### src/rtl/paralelo_serial_pkg.sv
// Shared constants and state encoding for the paralelo/serial line stages.
// Reused by the matching serial-to-parallel and demux stages.
package paralelo_serial_pkg;

    localparam int unsigned WIDTH_DEF      = 8;
    localparam logic [7:0]  IDLE_SYM       = 8'hBC;
    localparam int unsigned SYNC_WORDS_DEF = 4;

    typedef enum logic {
        SYNC   = 1'b0,
        ACTIVE = 1'b1
    } state_t;

endpackage

### src/rtl/paralelo_serial.sv
// Parallel-to-serial stage: sends a COM preamble after reset, then shifts each
// sampled word out MSB-first, inserting IDLE whenever valid_in is low.
module paralelo_serial
    import paralelo_serial_pkg::*;
#(
    parameter int unsigned      WIDTH      = WIDTH_DEF,
    parameter logic [WIDTH-1:0] IDLE       = WIDTH'(IDLE_SYM),
    parameter int unsigned      SYNC_WORDS = SYNC_WORDS_DEF
) (
    input  logic             clk_32f,
    input  logic             reset,
    input  logic             valid_in,
    input  logic [WIDTH-1:0] data_in,
    output logic             data_out,
    output logic             sample,
    output logic             sync_done
);

    localparam int unsigned       CNT_W     = (WIDTH > 1) ? $clog2(WIDTH) : 1;
    localparam int unsigned       SCNT_W    = (SYNC_WORDS > 1) ? $clog2(SYNC_WORDS) : 1;
    localparam logic [CNT_W-1:0]  CNT_LAST  = CNT_W'(WIDTH - 1);
    localparam logic [SCNT_W-1:0] SCNT_LAST = SCNT_W'(SYNC_WORDS - 1);

    state_t            r_state;
    logic [CNT_W-1:0]  r_cnt;
    logic [SCNT_W-1:0] r_scnt;
    logic [WIDTH-1:0]  r_word;
    logic              r_data_out;
    logic              r_sample;
    logic              r_sync_done;

    state_t            w_state_nxt;
    logic [CNT_W-1:0]  w_cnt_nxt;
    logic [SCNT_W-1:0] w_scnt_nxt;
    logic [WIDTH-1:0]  w_word_nxt;
    logic              w_data_out_nxt;
    logic              w_sample_nxt;
    logic              w_sync_done_nxt;
    logic              w_boundary;
    logic [WIDTH-1:0]  w_load_word;

    assign w_boundary  = (r_cnt == CNT_LAST);
    assign w_load_word = valid_in ? data_in : IDLE;

    // State register plus serial datapath registers.
    always_ff @(posedge clk_32f) begin
        if (reset) begin
            r_state     <= SYNC;
            r_cnt       <= '0;
            r_scnt      <= '0;
            r_word      <= IDLE;
            r_data_out  <= 1'b0;
            r_sample    <= 1'b0;
            r_sync_done <= 1'b0;
        end else begin
            r_state     <= w_state_nxt;
            r_cnt       <= w_cnt_nxt;
            r_scnt      <= w_scnt_nxt;
            r_word      <= w_word_nxt;
            r_data_out  <= w_data_out_nxt;
            r_sample    <= w_sample_nxt;
            r_sync_done <= w_sync_done_nxt;
        end
    end

    // Next-state: the word register only reloads on the last bit of a word.
    always_comb begin
        w_state_nxt     = r_state;
        w_scnt_nxt      = r_scnt;
        w_word_nxt      = r_word;
        w_sync_done_nxt = r_sync_done;
        w_cnt_nxt       = w_boundary ? '0 : r_cnt + CNT_W'(1);
        w_data_out_nxt  = r_word[CNT_LAST - r_cnt];

        if (w_boundary) begin
            case (r_state)
                SYNC: begin
                    if (r_scnt == SCNT_LAST) begin
                        w_state_nxt     = ACTIVE;
                        w_sync_done_nxt = 1'b1;
                        w_word_nxt      = w_load_word;
                    end else begin
                        w_word_nxt = IDLE;
                        w_scnt_nxt = r_scnt + SCNT_W'(1);
                    end
                end
                ACTIVE: begin
                    w_word_nxt = w_load_word;
                end
                default: begin
                    w_state_nxt = SYNC;
                end
            endcase
        end

        // Registered look-ahead of the sample strobe for the coming cycle.
        w_sample_nxt = (w_cnt_nxt == CNT_LAST) &&
                       ((w_state_nxt == ACTIVE) || (w_scnt_nxt == SCNT_LAST));
    end

    assign data_out  = r_data_out;
    assign sample    = r_sample;
    assign sync_done = r_sync_done;

endmodule

### config.mk
export PLATFORM = sky130hd
export DESIGN_NAME = paralelo_serial
export DESIGN_NICKNAME = d
export VERILOG_FILES = /design/src/rtl/paralelo_serial_pkg.sv /design/src/rtl/paralelo_serial.sv
export SDC_FILE = /design/constraint.sdc
export NUM_CORES = 1
export LEC_CHECK = 0
export CORE_MARGIN = 8
export CORE_UTILIZATION = 47
export CTS_CLUSTER_SIZE = 40
export DETAILED_ROUTE_END_ITERATION = 6
export PLACE_DENSITY_LB_ADDON = 0.12
export SLEW_MARGIN = 25
export SYNTH_ARGS = -nofsm -noshare
export SYNTH_HDL_FRONTEND = slang
export SYNTH_SLANG_ARGS = --single-unit
### constraint.sdc
create_clock -name clk_32f -period 2.2 [get_ports clk_32f]
set_clock_uncertainty 0.1 [all_clocks]
set_input_delay 0.55 -clock clk_32f [delete_from_list [all_inputs] [get_ports clk_32f]]
set_output_delay 0.55 -clock clk_32f [all_outputs]
set_load 0.02 [all_outputs]
==> run metrics, run 1 <==
DR vias/cell 5.25; cts hold-fix bufs 0; DRT iter0 DRCs 9; wire per inst 12.3 um; Max FO, Critical Path 1; EDFF count, synth 0; status complete, no violations; slowest cell delay on critical path 600 ps; layout cells sized above 1 0.103; max cap viols 0; Final Hold Fails 0; hold path depth 1; Yosys reg bits 17; Crit path max-delay family buffers and inverters; Core Area 1300 sq um; arrival time worst endpoint 1220 ps; Peak VDD IR 427 uV; Synth top area share 0.516; Slew HR 0.762; routability cong. roughly 0.70; clk buf depth 2; RSZ-0062 raised after global routing false; grt ovf 0; top-count cell post-synth dfxtp_1; post-route worst setup slack 326 ps; Max Freq 534 MHz; H-tree depth 1; Die X 53.5 um; top_reg_cell synth dfxtp_1; Power Dens Cells 640 nW/um^2; Reg-to-Reg Start r_cnt[1]; number of global-route vias before repair 474; sequential fraction of the synthesis area 0.516; Synth Instances slightly above 60; Clock Root Buffer clkbuf_4; synth warn 0; Post-CTS Setup Repair Bufs 0; Overall Power approximately 0.53 mW; Tmin final approximately 1900 ps; Min-Delay Startpoint r_word[2]; post-synth top area cell dfxtp_1; Tightest Pin Transition between 300 and 400 ps; initial antenna violation count 0; Final Slew Violations 0; Die Y 53.5 um; total track usage 0.0909; Synth cell types 24; fin nets a little over 90; CTS resizes 0; Residual DRC 0; static leakage 0.318 nW; worst slack at placement 259 ps; via count 488; largest net degree at the start of global routing 10; first-pass GRT wire length 1920 um; startpoint types register; detailed placement HPWL 899 um; Crit path required time approximately 1600 ps; Num Clock Sinks 17; IO Count 14; worst path buffer plus inverter count 1; synth cell count leaders 17 x dfxtp_1, 8 x nor2_1, 5 x o22a_1; DR pass1 iterations 4; area grow syn2layout 26.4%; FF-to-FF path depth 5; setup violators final 0; row cnt 13; TritonCTS clock tree yes; critical path type register to output port; Hold WC Path Type register to register; syn avg cell area 10.6 sq um; die area 2860 sq um; Reg2Reg Setup Slack 460 ps; synth top area cells dfxtp_1 52%, o22a_1 6.6%, ha_1 5.7%; Worst setup EP type output port; Endpoint, Worst Hold r_word[2]; final period utilization 0.852; Reg-to-Reg End r_word[5]; async set-reset flop share out of synthesis 0; syn_nets 76; total CTS buffers 3; Final TNS setup 0 ps; crit-path cells clkdlybuf4s50_1; Post-DRT Antenna Nets 0; # diodes 0; IO Port Bufs 13; clock slew at reported path FFs 100 ps; critical path's slowest cell clkdlybuf4s50_1; worst-skew pair later-pin latency 280 ps; drt total wl ~1100 um; mapped cell area ~660 sq um; Starting Density 0.507
sequential cells by signal (all words and copies together) (netlist names):
signal and count:
sync_done 1, r_state 1, sample 1, r_scnt 2, r_word 8, r_cnt 3, data_out 1
cell families (layout without fill, tap and decap cells):
family | count (synthesis) | in the layout | share of synthesized area
and+or+nand+nor | 18 | 18 | 0.142
muxes | 3 | 3 | 0.0645
adders and majority gates | 3 | 3 | 0.0569
AOI/OAI and AO/OA | 17 | 17 | 0.195
buffers and inverters | 4 | 20 | 0.0247
DFF | 17 | 17 | 0.516
final cells by class:
type	instances	area, sq um
Sequential cell	17	340
Multi-Input combinational cell	41	303
Timing Repair Buffer	14	138
Tap cell	15	18.8
Clock buffer	4	26.3
Inverter	2	7.51
Fill cell	120	468
layout by cell type (no fill, tap or decap), drive strengths merged, types with 2 or more instances in the layout:
master	instances
a21oi	4
a22o	3
clkbuf	4
clkdlybuf4s50	13
dfxtp	17
ha	3
inv	2
mux2i	2
nand2	2
nor2	8
nor2b	3
o22a	5
worst max-delay path by stage:
stage	from	end	slack, ps	cells past startpoint
floorplan	r_cnt[1]	r_word[2]	620	5
global placement	reset	r_word[2]	280	3
detailed placement	reset	r_word[1]	260	4
CTS	data_out	data_out	310	1
global route	sync_done	sync_done	290	1
finish	data_out	data_out	330	1
layer usage:
layer  GRT usage  vias to the layer above  share of wire
met2       0.139                        8           0.45
met5           0                        -              0
met4      0.0630                        0          0.011
met3      0.0280                        2          0.045
met1       0.105                      224           0.49
li1            -                      254              -
report_power, final:
part | total (mW) | internal (mW) | switching (mW)
Sequential | 0.323 | 0.314 | 0.00895
Clock | 0.160 | 0.0703 | 0.0898
Combinational | 0.0503 | 0.0325 | 0.0178
Total | 0.534 | 0.417 | 0.117
stage by stage:
| stage | instances | instance area, sq um | hold slack, ps | utilization |
|---|---|---|---|---|
| floorplan | 62 | 659 | 341 | - |
| global placement | 89 | 807 | 363 | 0.620 |
| detailed placement | 89 | 807 | 366 | 0.620 |
| CTS | 93 | 833 | 390 | 0.640 |
| global route | 93 | 833 | 403 | 0.640 |
| finish | 93 | 833 | 385 | 0.640 |
Power figures use the tool's default switching activity.
==> inputs of run 2 (changes only) <==
==> constraint.sdc (replaced) <==
create_clock -name clk_32f -period 2.2 [get_ports clk_32f]
set_clock_uncertainty 0.1 [all_clocks]
set_input_delay 0.55 -clock clk_32f [delete_from_list [all_inputs] [get_ports clk_32f]]
set_output_delay 0.55 -clock clk_32f [all_outputs]
set_load 0.1 [all_outputs]
==> run 2 against run 1 <==
Power up 4.1%. Routed wire length up 3.1%. Cell count is the same. Non-clock buffer count unchanged. Fmax up 8.1%. Sequential power hardly changed. Worst hold slack improved by 3.2 ps. Core utilization decreased by 0.48 points. Sequential share of layout area rose by 0.31 points. First-iteration DRC count is 56% lower. Largest cell class unchanged.
==> run metrics, run 2 (same netlist as run 1, synthesis figures left out) <==
Peak VDD IR between 300 and 400 uV; static leakage 0.326 nW; Fin Hold WS 388 ps; final period utilization 0.788; Max Freq 577 MHz; Tightest Pin Transition roughly 330 ps; via count 503; IO Count 14; layout cells sized above 1 0.154; H-tree depth 1; grt ovf 0; Final Hold Fails 0; WL met1 570 um; clock slew at reported path FFs 100 ps; Power Dens Cells 672 nW/um^2; DR vias/cell 5.41; Top Layer Used met4; Max FO, Critical Path 6; RSZ-0062 raised after global routing false; multi-input logic area 303 sq um; DR WL met3 between 40 and 50 um; area grow syn2layout 25.4%; DR pass1 iterations 4; Post-CTS Setup Repair Bufs 0; Clock Root Buffer clkbuf_4; Slew HR 0.776; worst-skew pair later-pin latency 290 ps; die area between 2000 and 3000 sq um; status complete, no violations; Die Y between 50 and 60 um; Crit path required time 2300 ps; Regs by FF count r_word: 8 flops, r_cnt: 3 flops, r_scnt: 2 flops; clk buf depth 2; commonest non-fill, non-tap cell in the layout dfxtp_1; first-pass GRT wire length 2050 um; initial antenna violation count 0; setup violators final 0; Final TNS setup 0 ps; Starting Density 0.507; Die X 53.5 um; detailed placement HPWL 900 um; DRT iter0 DRCs 4; Num Clock Sinks 17; Overall Power roughly 0.56 mW; total track usage 0.0978; arrival time worst endpoint around 1800 ps; Hold WC Path Type register to register; largest net degree at the start of global routing 11; TritonCTS clock tree yes; Final Slew Violations 0; cts hold-fix bufs 0; CTS resizes 0; max FFs per register 8; startpoint types register; max cap viols 0; # diodes 0; slowest cell delay on critical path 470 ps; most frequent cells in the layout 17 x dfxtp_1, 10 x clkdlybuf4s50_1, 8 x nor2_1, 5 x o22a_1, 4 x buf_4; Residual DRC 0; Tmin final 1730 ps; IO Port Bufs 13; critical path's slowest cell dfxtp_1; Layout fillers 123; storage element area between 300 and 400 sq um; drt total wl 1180 um; final core utilization 0.636; Worst setup EP type register; Top cell by count, worst path ha_1; number of global-route vias before repair ~500; Reg with most FFs r_word; total CTS buffers 3; Post-DRT Antenna Nets 0; critical path type register to register; row cnt 13; crit-path cells ha_1 > ha_1 > nand2_1 > or3_4 > o22a_1; fin nets 93; Core Area ~1300 sq um; routability cong. 0.667; wire per inst 12.7 um; met2 wire len around 530 um
[run 2: changes by cell type in the layout (fill, tap and decap cells not counted), sizes merged]
cell | previous run | this run
clkdlybuf4s50 | 13 | 10
buf | 1 | 4
clkbuf | 4 | 3
clkinv | 0 | 1
[run 2: layer usage]
layer	vias up	global-route usage
met5	-	0
met4	0	0.0756
met3	4	0.0252
met2	10	0.143
met1	232	0.118
li1	257	-
[run 2: stage by stage]
| step | instance area [sq um] | std cells | worst slack (ps) |
|---|---|---|---|
| after floorplan | 659 | 62 | 615 |
| after global placement | 800 | 89 | 285 |
| after detailed placement | 800 | 89 | 256 |
| after CTS | 827 | 93 | 455 |
| after global routing | 827 | 93 | 339 |
| final | 827 | 93 | 467 |
[run 2: layout make-up]
cell class | instances | share of cell area
well taps | 15 | 0.0227
clock inverters | 1 | 0.00605
clock buffers | 3 | 0.0272
multi-input cells | 41 | 0.366
repair buffers | 14 | 0.157
inverters | 2 | 0.00908
flip-flops and latches | 17 | 0.411
[run 2: report_power, final]
| part | leakage [nW] | switching [mW] | internal [mW] |
|---|---|---|---|
| Combinational | 0.170 | 0.0294 | 0.0320 |
| Sequential | 0.138 | 0.00878 | 0.314 |
| Clock | 0.0177 | 0.103 | 0.0677 |
[run 2: final timing paths]
| kind | end | slack [ps] | cells after the start | startpoint |
|---|---|---|---|---|
| setup reg to reg | r_word[2] | 470 | 5 | r_cnt[1] |
| hold / removal | sync_done | 390 | 2 | sync_done |
| hold reg to reg | sync_done | 390 | 2 | sync_done |
| setup / recovery | r_word[2] | 470 | 5 | r_cnt[1] |
[run 2: critical path: cells and delay by family (launching register included)]
family	cells	cell delay, ps
adders and majority gates	2	420
AOI/OAI and AO/OA	1	190
DFF	1	470
and+or+nand+nor	2	460
==> inputs of run 3 (changes only) <==
==> constraint.sdc (replaced) <==
create_clock -name clk_32f -period 1.6 [get_ports clk_32f]
set_clock_uncertainty 0.1 [all_clocks]
set_input_delay 0.4 -clock clk_32f [delete_from_list [all_inputs] [get_ports clk_32f]]
set_output_delay 0.4 -clock clk_32f [all_outputs]
set_load 0.1 [all_outputs]
==> run 3 against run 2 <==
Sequential share of layout area fell by 4.2 points. Largest power group unchanged. Worst hold slack improved by 2.5 ps. Sequential power rose by 36%. Count of clock-buffer cells in the layout did not move. Clock power rose by 33%. Flip-flop and latch count did not move. Highest routed layer unchanged. First-iteration DRC count rose by 25%.
==> run metrics, run 3 (same netlist as run 1, synthesis figures left out) <==
Slew HR 0.851; die area 2860 sq um; via count a little over 500; Final Slew Violations 0; status complete, no violations; number of global-route vias before repair 545; # diodes 0; critical path type register to register; max FFs per register 8; Reg-to-Reg End r_word[4]; Core Area 1300 sq um; max cap viols 0; Reg-to-Reg Start r_cnt[0]; routability cong. about 0.72; Die Y roughly 53 um; Overall Power 0.778 mW; grt ovf 0; Power Dens Cells 843 nW/um^2; IO Port Bufs 13; Min-Delay Startpoint r_word[2]; H-tree depth 1; setup violators final 0; fin nets 99; clock slew at reported path FFs 100 ps; sequential share of power 0.564; Final Hold Fails 0; Crit path required time 1690 ps; multi-input logic area 315 sq um; total track usage 0.103; end of the critical path r_word[4]; drt total wl about 1300 um; worst slack at placement -136 ps; area grow syn2layout 40.0%; Sw Ratio 0.246; Regs by FF count r_word: 8 flops, r_cnt: 3 flops, r_scnt: 2 flops; most frequent cells in the layout 16 x dfxtp_1, 10 x clkdlybuf4s50_1, 8 x nor2_1, 7 x buf_4, 5 x o22a_1; TritonCTS clock tree yes; Starting Density 0.507; startpoint types register; row cnt 13; Worst setup EP type register; worst-skew pair later-pin latency just under 300 ps; storage element area between 300 and 400 sq um; arrival time worst endpoint 1590 ps; post-route worst setup slack 93.3 ps; IO Count 14; final period utilization 0.942; Peak VDD IR approximately 560 uV; Post-DRT Antenna Nets 0; Clock Root Buffer clkbuf_4; hold path depth 1; Setup crit start r_cnt[0]; initial antenna violation count 0; Max Freq 664 MHz; Comb power frac 0.144; Layout fillers 111; total CTS buffers 3; commonest non-fill, non-tap cell in the layout dfxtp_1; RSZ-0062 raised after global routing false; FF-to-FF path depth 5; Clock power frac 0.292; static leakage roughly 0.36 nW; Reg with most FFs r_word; first-pass GRT wire length 2220 um; DRT iter0 DRCs 5; Hold WC Path Type register to register; Residual DRC 0; clk buf depth 2; layout cells sized above 1 0.238; Num Clock Sinks 17; DR vias/cell 5.23; Max FO, Critical Path 5; Die X 53.5 um; Final TNS setup 0 ps; wire per inst 13.1 um; Reg2Reg Setup Slack 90 ps; DR pass1 iterations 3; Tightest Pin Transition about 220 ps; internal power slightly below 0.6 mW; detailed placement HPWL 1030 um; Tmin final 1510 ps; largest net degree at the start of global routing 11; Fin Hold WS 391 ps; net switching power around 0.19 mW; cts hold-fix bufs 0
## run 3: cell count changes in the layout (fill, tap and decap cells not counted)
cell / change
ha_4: +1
buf_4: +3
buf_12: +3
dfxtp_1: -1
dfxtp_2: +1
ha_1: -1
## run 3: how the worst min path moves through the flow
stage / end / slack [ps]
2_1_floorplan: r_cnt[0] / 340
3_3_place_gp: r_word[4] / 360
3_5_place_dp: r_word[2] / 370
4_1_cts: r_word[2] / 390
5_1_grt: r_word[2] / 400
6_report: r_word[2] / 390
## run 3: final cells by class
type / count / share of cell area
well taps: 15 / 0.0203
clock inverters: 1 / 0.00542
clock buffers: 3 / 0.0244
multi-input cells: 41 / 0.341
inverters: 2 / 0.00813
repair buffers: 20 / 0.230
flip-flops and latches: 17 / 0.370
## run 3: power groups by stage
| stage | clock, mW | combinational [mW] | sequential (mW) |
|---|---|---|---|
| floorplan | 0 | 0.0316 | 0.470 |
| global placement | 0 | 0.110 | 0.447 |
| detailed placement | 0 | 0.111 | 0.448 |
| CTS | 0.237 | 0.111 | 0.438 |
| global route | 0.255 | 0.121 | 0.441 |
| finish | 0.227 | 0.112 | 0.439 |
## run 3: worst max-delay path, stage by stage (launching register included)
cell and delay [ps]:
dfxtp_1 340, ha_1 200, ha_4 160, nand2_1 60
or3_4 360, o22a_1 180
## run 3: timing repair
| item | CTS | global route |
|---|---|---|
| setup buffers | 0 | 0 |
| gates resized for setup | 0 | 3 |
| setup endpoints to repair | 0 | 5 |
## run 3: metrics by stage
stage,area (sq um),std cells,utilization
after CTS,910,99,0.699
after global placement,882,95,0.678
after floorplan,659,62,-
after detailed placement,882,95,0.678
final,923,99,0.710
after global routing,923,99,0.710
## run 3: routing by layer
layer | share of wire | global-route usage | routed length, um
met4 | 0.010 | 0.0504 | 13
met5 | 0 | 0 | 0
met3 | 0.048 | 0.0308 | 62
met1 | 0.45 | 0.115 | 578
met2 | 0.49 | 0.174 | 637
